## src/rtl/mc_pkg.sv

```systemverilog
// mc_pkg: shared opcode/funct constants, ALU op codes, FSM state and instruction class encodings.
package mc_pkg;
  typedef enum logic [2:0] {
    S_FETCH  = 3'd0,
    S_DECODE = 3'd1,
    S_EXEC   = 3'd2,
    S_MEM    = 3'd3,
    S_WB     = 3'd4,
    S_HALT   = 3'd5
  } state_t;
  typedef enum logic [2:0] {
    C_R    = 3'd0,
    C_ADDI = 3'd1,
    C_LW   = 3'd2,
    C_SW   = 3'd3,
    C_BEQ  = 3'd4,
    C_J    = 3'd5,
    C_HALT = 3'd6,
    C_ILL  = 3'd7
  } cls_t;
  localparam logic [5:0] OP_R    = 6'h00;
  localparam logic [5:0] OP_ADDI = 6'h08;
  localparam logic [5:0] OP_LW   = 6'h23;
  localparam logic [5:0] OP_SW   = 6'h2b;
  localparam logic [5:0] OP_BEQ  = 6'h04;
  localparam logic [5:0] OP_J    = 6'h02;
  localparam logic [5:0] OP_HALT = 6'h3f;
  localparam logic [5:0] FN_ADD  = 6'h20;
  localparam logic [5:0] FN_SUB  = 6'h22;
  localparam logic [5:0] FN_AND  = 6'h24;
  localparam logic [5:0] FN_OR   = 6'h25;
  localparam logic [5:0] FN_SLT  = 6'h2a;
  localparam logic [2:0] ALU_AND = 3'b000;
  localparam logic [2:0] ALU_OR  = 3'b001;
  localparam logic [2:0] ALU_ADD = 3'b010;
  localparam logic [2:0] ALU_SUB = 3'b110;
  localparam logic [2:0] ALU_SLT = 3'b111;
endpackage

```

## src/rtl/mc_alu_dec.sv

```systemverilog
// mc_alu_dec: classifies an instruction word and derives its execute-stage ALU operation.
module mc_alu_dec
  import mc_pkg::*;
(
  input  logic [5:0] op,
  input  logic [5:0] funct,
  output cls_t       cls,
  output logic [2:0] alu_op
);
  logic       r_ok;
  logic [2:0] r_op;
  always_comb begin
    r_ok = funct inside {FN_ADD, FN_SUB, FN_AND, FN_OR, FN_SLT};
    r_op = funct == FN_SUB ? ALU_SUB :
           funct == FN_AND ? ALU_AND :
           funct == FN_OR  ? ALU_OR  :
           funct == FN_SLT ? ALU_SLT : ALU_ADD;
    case (op)
      OP_R:    cls = r_ok ? C_R : C_ILL;
      OP_ADDI: cls = C_ADDI;
      OP_LW:   cls = C_LW;
      OP_SW:   cls = C_SW;
      OP_BEQ:  cls = C_BEQ;
      OP_J:    cls = C_J;
      OP_HALT: cls = C_HALT;
      default: cls = C_ILL;
    endcase
    alu_op = cls == C_R ? r_op : cls == C_BEQ ? ALU_SUB : ALU_ADD;
  end
endmodule

```

## src/rtl/mc_control.sv

```systemverilog
// mc_control: multi-cycle FETCH/DECODE/EXEC/MEM/WB controller with PC, retired counter and HALT trap.
module mc_control
  import mc_pkg::*;
#(
  parameter int              PC_W     = 32,
  parameter logic [PC_W-1:0] RESET_PC = 'h80,
  parameter int              CNT_W    = 16
) (
  input  logic             clk,
  input  logic             rst_n,
  input  logic [31:0]      ins,
  input  logic             zero,
  input  logic             mem_ready,
  output logic [PC_W-1:0]  pc,
  output logic             reg_dst,
  output logic             reg_write,
  output logic             alu_src,
  output logic             mem_read,
  output logic             mem_write,
  output logic             mem2reg,
  output logic [2:0]       alu_op,
  output logic             halted,
  output logic             illegal,
  output logic [CNT_W-1:0] retired,
  output logic [2:0]       state
);
  state_t          st;
  cls_t            cls;
  logic [31:0]     ir;
  logic [2:0]      dec_op;
  logic            act;
  logic            done;
  logic [PC_W-1:0] off;
  logic [PC_W-1:0] pc_seq;
  logic [PC_W-1:0] pc_next;
  mc_alu_dec u_dec (
    .op     (ir[31:26]),
    .funct  (ir[5:0]),
    .cls    (cls),
    .alu_op (dec_op)
  );
  // Controls are pure decodes of state and ir so reset clears them immediately.
  assign act       = st inside {S_EXEC, S_MEM, S_WB};
  assign reg_dst   = act && cls == C_R;
  assign alu_src   = act && cls inside {C_ADDI, C_LW, C_SW};
  assign mem2reg   = act && cls == C_LW;
  assign alu_op    = act ? dec_op : ALU_ADD;
  assign reg_write = st == S_WB;
  assign mem_read  = st == S_MEM && cls == C_LW;
  assign mem_write = st == S_MEM && cls == C_SW;
  assign halted    = st == S_HALT;
  assign illegal   = halted && cls == C_ILL;
  assign state     = st;
  always_comb begin
    off     = PC_W'($signed(ir[15:0]));
    pc_seq  = pc + PC_W'(4);
    done    = (st == S_EXEC && (cls == C_BEQ || cls == C_J)) ||
              (st == S_MEM && mem_ready && cls == C_SW) || st == S_WB;
    pc_next = cls == C_J ? PC_W'({ir[25:0], 2'b00}) :
              (cls == C_BEQ && zero) ? pc_seq + (off << 2) : pc_seq;
  end
  always_ff @(posedge clk or negedge rst_n) begin
    if (!rst_n) begin
      st      <= S_FETCH;
      pc      <= RESET_PC;
      ir      <= '0;
      retired <= '0;
    end else begin
      if (done) begin
        pc      <= pc_next;
        retired <= retired + CNT_W'(~&retired);
      end
      case (st)
        S_FETCH: begin
          ir <= ins;
          st <= S_DECODE;
        end
        S_DECODE: st <= (cls == C_HALT || cls == C_ILL) ? S_HALT : S_EXEC;
        S_EXEC:   st <= (cls == C_R || cls == C_ADDI) ? S_WB :
                        (cls == C_LW || cls == C_SW) ? S_MEM : S_FETCH;
        S_MEM:    st <= !mem_ready ? S_MEM : cls == C_LW ? S_WB : S_FETCH;
        S_WB:     st <= S_FETCH;
        default:  st <= S_HALT;
      endcase
    end
  end
endmodule
```

## config.mk

```make
export PLATFORM = sky130hd
export DESIGN_NAME = mc_control
export DESIGN_NICKNAME = d
export VERILOG_FILES = /design/src/rtl/mc_pkg.sv /design/src/rtl/mc_alu_dec.sv /design/src/rtl/mc_control.sv
export SDC_FILE = /design/constraint.sdc
export NUM_CORES = 1
export LEC_CHECK = 0
export ABC_AREA = 1
export BUFFER_PORTS_ARGS = -buffer_cell sky130_fd_sc_hd__buf_2
export CAP_MARGIN = 20
export CORE_ASPECT_RATIO = 0.7
export CORE_MARGIN = 5
export CORE_UTILIZATION = 40
export CTS_CLUSTER_SIZE = 12
export DETAILED_ROUTE_END_ITERATION = 12
export PLACE_DENSITY = 0.63
export SYNTH_ARGS = -nofsm -noshare
export SYNTH_HDL_FRONTEND = slang
export SYNTH_SLANG_ARGS = --single-unit
export TNS_END_PERCENT = 100
```

## constraint.sdc

```tcl
create_clock -name clk -period 3.2 [get_ports clk]
set_clock_uncertainty 0.1 [all_clocks]
set_input_delay 0.64 -clock clk [delete_from_list [all_inputs] [get_ports clk]]
set_output_delay 0.64 -clock clk [all_outputs]
set_load 0.1 [all_outputs]
```

==> Flow_metrics.wiki <==
{| class="wikitable"
! Metric !! Value
|-
| Total standard cell area after synthesis || 7043 um2
|-
| Type of the setup path with the least slack || flip-flop to flip-flop
|-
| Total power divided by cell area || 264.4 nW/um2
|-
| Average routed wire per standard cell || 15.92 um
|-
| Number of buffers added on ports || 95
|-
| Worst IR drop on VDD || 0.0003057 V
|-
| Leftover overflow at the end of global routing || 0
|-
| Fraction of power consumed by the clock network || 43.0%
|-
| Post-detailed-routing wire length || 24.07 mm
|-
| Ratio of cells with drive above 1 in the final layout || 31.30%
|-
| Most common flop cell mapped by yosys || sky130_fd_sc_hd__dfrtp_1
|-
| Insertion delay of the later-clocked pin in the worst-skew pair || 350 ps
|-
| I/O pin count || 98
|-
| Switching fraction of total power || 28.36%
|-
| Vias per cell || 5.157
|-
| Post-detailed-placement half-perimeter wirelength || 18.89 mm
|-
| Relative contribution of combinational cells to total power || 14.4%
|-
| Maximum clock frequency || 0.3096 GHz
|-
| Number of inserted diodes || 0
|-
| Class of the most critical hold timing path || input pin to asynchronous set/reset pin
|-
| Overall power of the completed layout || 2.517 mW
|-
| Yosys top cell area share || 28.42%
|-
| Starting Density || 40.91%
|-
| Clock H-tree levels || 3
|-
| Startpoint type of the worst setup path || flip-flop
|-
| Proportion of power drawn by flip-flops and latches || 42.6%
|-
| DRC violations left || 0
|-
| Deepest clock path buffer count || 2
|-
| Cell repeated most along the worst path || sky130_fd_sc_hd__nand2_1
|-
| YS warnings || 0
|-
| Worst stage delay on the critical path || 490 ps
|-
| Setup slack after layout || -29.52 ps
|-
| Total global-route track usage || 23.27%
|-
| Top cells by instance count after synthesis || 323 x sky130_fd_sc_hd__nand2_1, 154 x sky130_fd_sc_hd__inv_1, 107 x sky130_fd_sc_hd__nor2_1, 80 x sky130_fd_sc_hd__dfrtp_1, 73 x sky130_fd_sc_hd__nand3_1
|-
| Total of flip-flops plus latches after synthesis || 81
|-
| TritonCTS clock tree || built
|-
| Max capacitance violation total || 0
|-
| Register clock-pin slew on the reported worst setup and hold paths || 70 ps
|-
| Vias || 7798
|-
| Critical Path Sink Type || flip-flop
|-
| Ordered list of cells on the worst path || buf_4 -> inv_2 -> nor3_4 -> nand2_2 -> buf_4 -> inv_1 -> nand2_1 -> inv_1 -> or2_2 -> and2_1 -> ha_4 -> nand2_1 -> nor2_2 -> nand2_1 -> nor4_2 -> nand2_1 -> nand2_1 -> nand2_1 -> nand3_1 -> nand2_1 -> nand2_1 -> nand2_1
|-
| Slowest-stage cell, CP || sky130_fd_sc_hd__dfrtp_4
|-
| Number of design-rule violations left by the first detailed-router iteration || 577
|-
| Fin. max-slew vios || 0
|-
| Total CTS buffers || 9
|-
| Arrival @ worst endpoint || 3370 ps
|-
| Outcome || finished with violations
|-
| Final-stage net count || 1345
|-
| Hold violation total from the final report || 0
|-
| Gpl congestion || 0.9930
|-
| Global-route wire length before repair || 37.91 mm
|-
| Top area cells in the synthesized netlist || sky130_fd_sc_hd__dfrtp_1 28%, sky130_fd_sc_hd__nand2_1 17%, sky130_fd_sc_hd__inv_1 8.2%
|-
| Endpoints failing setup || 5
|-
| Post-synth EDFFs || 0
|-
| Time the worst path needs with I/O delays and setup || 3230 ps
|-
| Die X-Extent || 168.6 um
|-
| Unrepaired setup endpoints after global routing || yes
|-
| Area growth, synth to finish || 35.12%
|-
| Power spent charging and discharging nets || 0.7136 mW
|-
| Post-synth top area cell || sky130_fd_sc_hd__dfrtp_1
|-
| Violated checks || setup timing
|-
| Worst slew margin relative to its limit || 28.74%
|-
| Cells after synthesis || 1084
|-
| Full die area || 20400 um2
|-
| # clock sinks || 81
|-
| Maximum number of pins on one net before global-route repair || 46
|-
| Most repeated cell in the gate-level netlist after synthesis || sky130_fd_sc_hd__nand2_1
|-
| Standard-cell row count || 40
|-
| Antenna violations before repair || 0
|-
| Data required time at the worst endpoint || 3340 ps
|-
| Leakage power figure || 4.895 nW
|-
| P_int || 1.803 mW
|-
| Drt pass-1 iters || 5
|-
| Count of hold-fix buffers inserted at cts || 0
|-
| Count of antenna-violating nets left after detailed routing || 0
|-
| Fin crit share || 100.9%
|-
| Slew at the pin with the worst max-slew slack || 1062 ps
|-
| Synth unique cells || 47
|-
| Avg Cell Area, Syn || 6.497 um2
|-
| Die span in y || 121.0 um
|-
| Library cell used as clock root buffer || sky130_fd_sc_hd__clkbuf_16
|-
| Top fanout value on the critical path || 5
|-
| Fraction of registers with async set/reset || 100.0%
|-
| Finished Core Util || 55.28%
|-
| Core area || 17220 um2
|-
| Via count of the first global-routing pass || 7152
|-
| Share of synthesized area occupied by flip-flops and latches || 28.80%
|}
placed cells by master, fill, tap and decap left out, drive strengths merged, types with 5 or more instances in the layout:
cell type / instances
nand2: 326
buf: 204
inv: 161
nor2: 113
dfrtp: 80
nand3: 76
a21oi: 58
o21ai: 50
ha: 32
nor3: 29
nand4: 28
xor2: 25
mux2: 21
xnor2: 10
clkbuf: 10
o21bai: 8
and2: 7
a31oi: 6
o211ai: 5
nand3b: 5
worst paths after layout:
check                      startpoint  endpoint  slack, ps  cells after the start
hold / removal                  rst_n    ir[20]        180                      1
max in group asynchronous       rst_n    pc[24]       2110                      2
hold reg to reg                ir[23]    ir[23]        410                      1
min in group clk               ir[23]    ir[23]        410                      1
setup reg to reg                pc[2]    pc[27]        -30                     22
setup / recovery                pc[2]    pc[27]        -30                     22
kinds of logic (layout without fill, tap and decap cells):
| group | Yosys count | after routing | synth area share, % |
|---|---|---|---|
| xor+xnor | 35 | 35 | 4.352 |
| other cells | 1 | 2 | 0.05324 |
| buf+inv | 185 | 381 | 10.62 |
| fa+ha+maj | 33 | 33 | 5.969 |
| simple gates | 594 | 594 | 36.51 |
| flops | 81 | 81 | 28.80 |
| mux | 21 | 21 | 3.358 |
| compound gates | 134 | 134 | 10.34 |
state kept, by name (all words and copies together) (netlist names):
signal and count:
pc 30, retired 16, ir 32, state 3
per-layer routing:
metal | routed length (um) | track usage (%)
met1 | 12440 | 37.26
met2 | 9533 | 32.50
met3 | 1888 | 3.908
met4 | 206 | 4.257
met5 | 0 | 0
worst max-delay path: cells and delay by family (launching register included):
kind,cells,cell delay [ps]
flip-flops,1,490
buffers and inverters,5,490
AND/OR/NAND/NOR,16,1700
adder cells (fa/ha/maj),1,320
repair_timing:
item                                    CTS  global route
buffers inserted                          2             8
resized for setup                        33            97
pin swaps                                 9            20
endpoints found under the setup margin   16            25
power by group through the flow:
| stage | registers (mW) | logic, mW | clock network, mW |
|---|---|---|---|
| 2_1_floorplan | 1.08 | 0.187 | 0 |
| 3_3_place_gp | 1.09 | 0.317 | 0 |
| 3_5_place_dp | 1.09 | 0.317 | 0 |
| 4_1_cts | 1.07 | 0.330 | 1.10 |
| 5_1_grt | 1.07 | 0.400 | 1.14 |
| 6_report | 1.07 | 0.362 | 1.08 |
through the flow:
stage          setup WS (ps)  setup TNS, ps  cells  hold WS (ps)  cell area (um2)
2_1_floorplan         -274.3         -803.2   1085         244.4             7134
3_3_place_gp          -270.0         -758.7   1486         382.4             8576
3_5_place_dp          -298.8          -1037   1486         386.1             8576
4_1_cts               -30.16         -30.16   1504         200.2             9041
5_1_grt               -234.4          -2372   1512         229.4             9517
6_report              -29.52         -109.1   1512         183.7             9517
layout make-up:
class	instances	area (um2)
multi-input cells	819	4883
flip-flops and latches	81	2062
fillers	1679	7700
clock inverters	6	75.07
repair buffers	204	1374
inverters	161	604.3
well taps	231	289.0
clock buffers	10	229.0
Power figures use the tool's default switching activity.
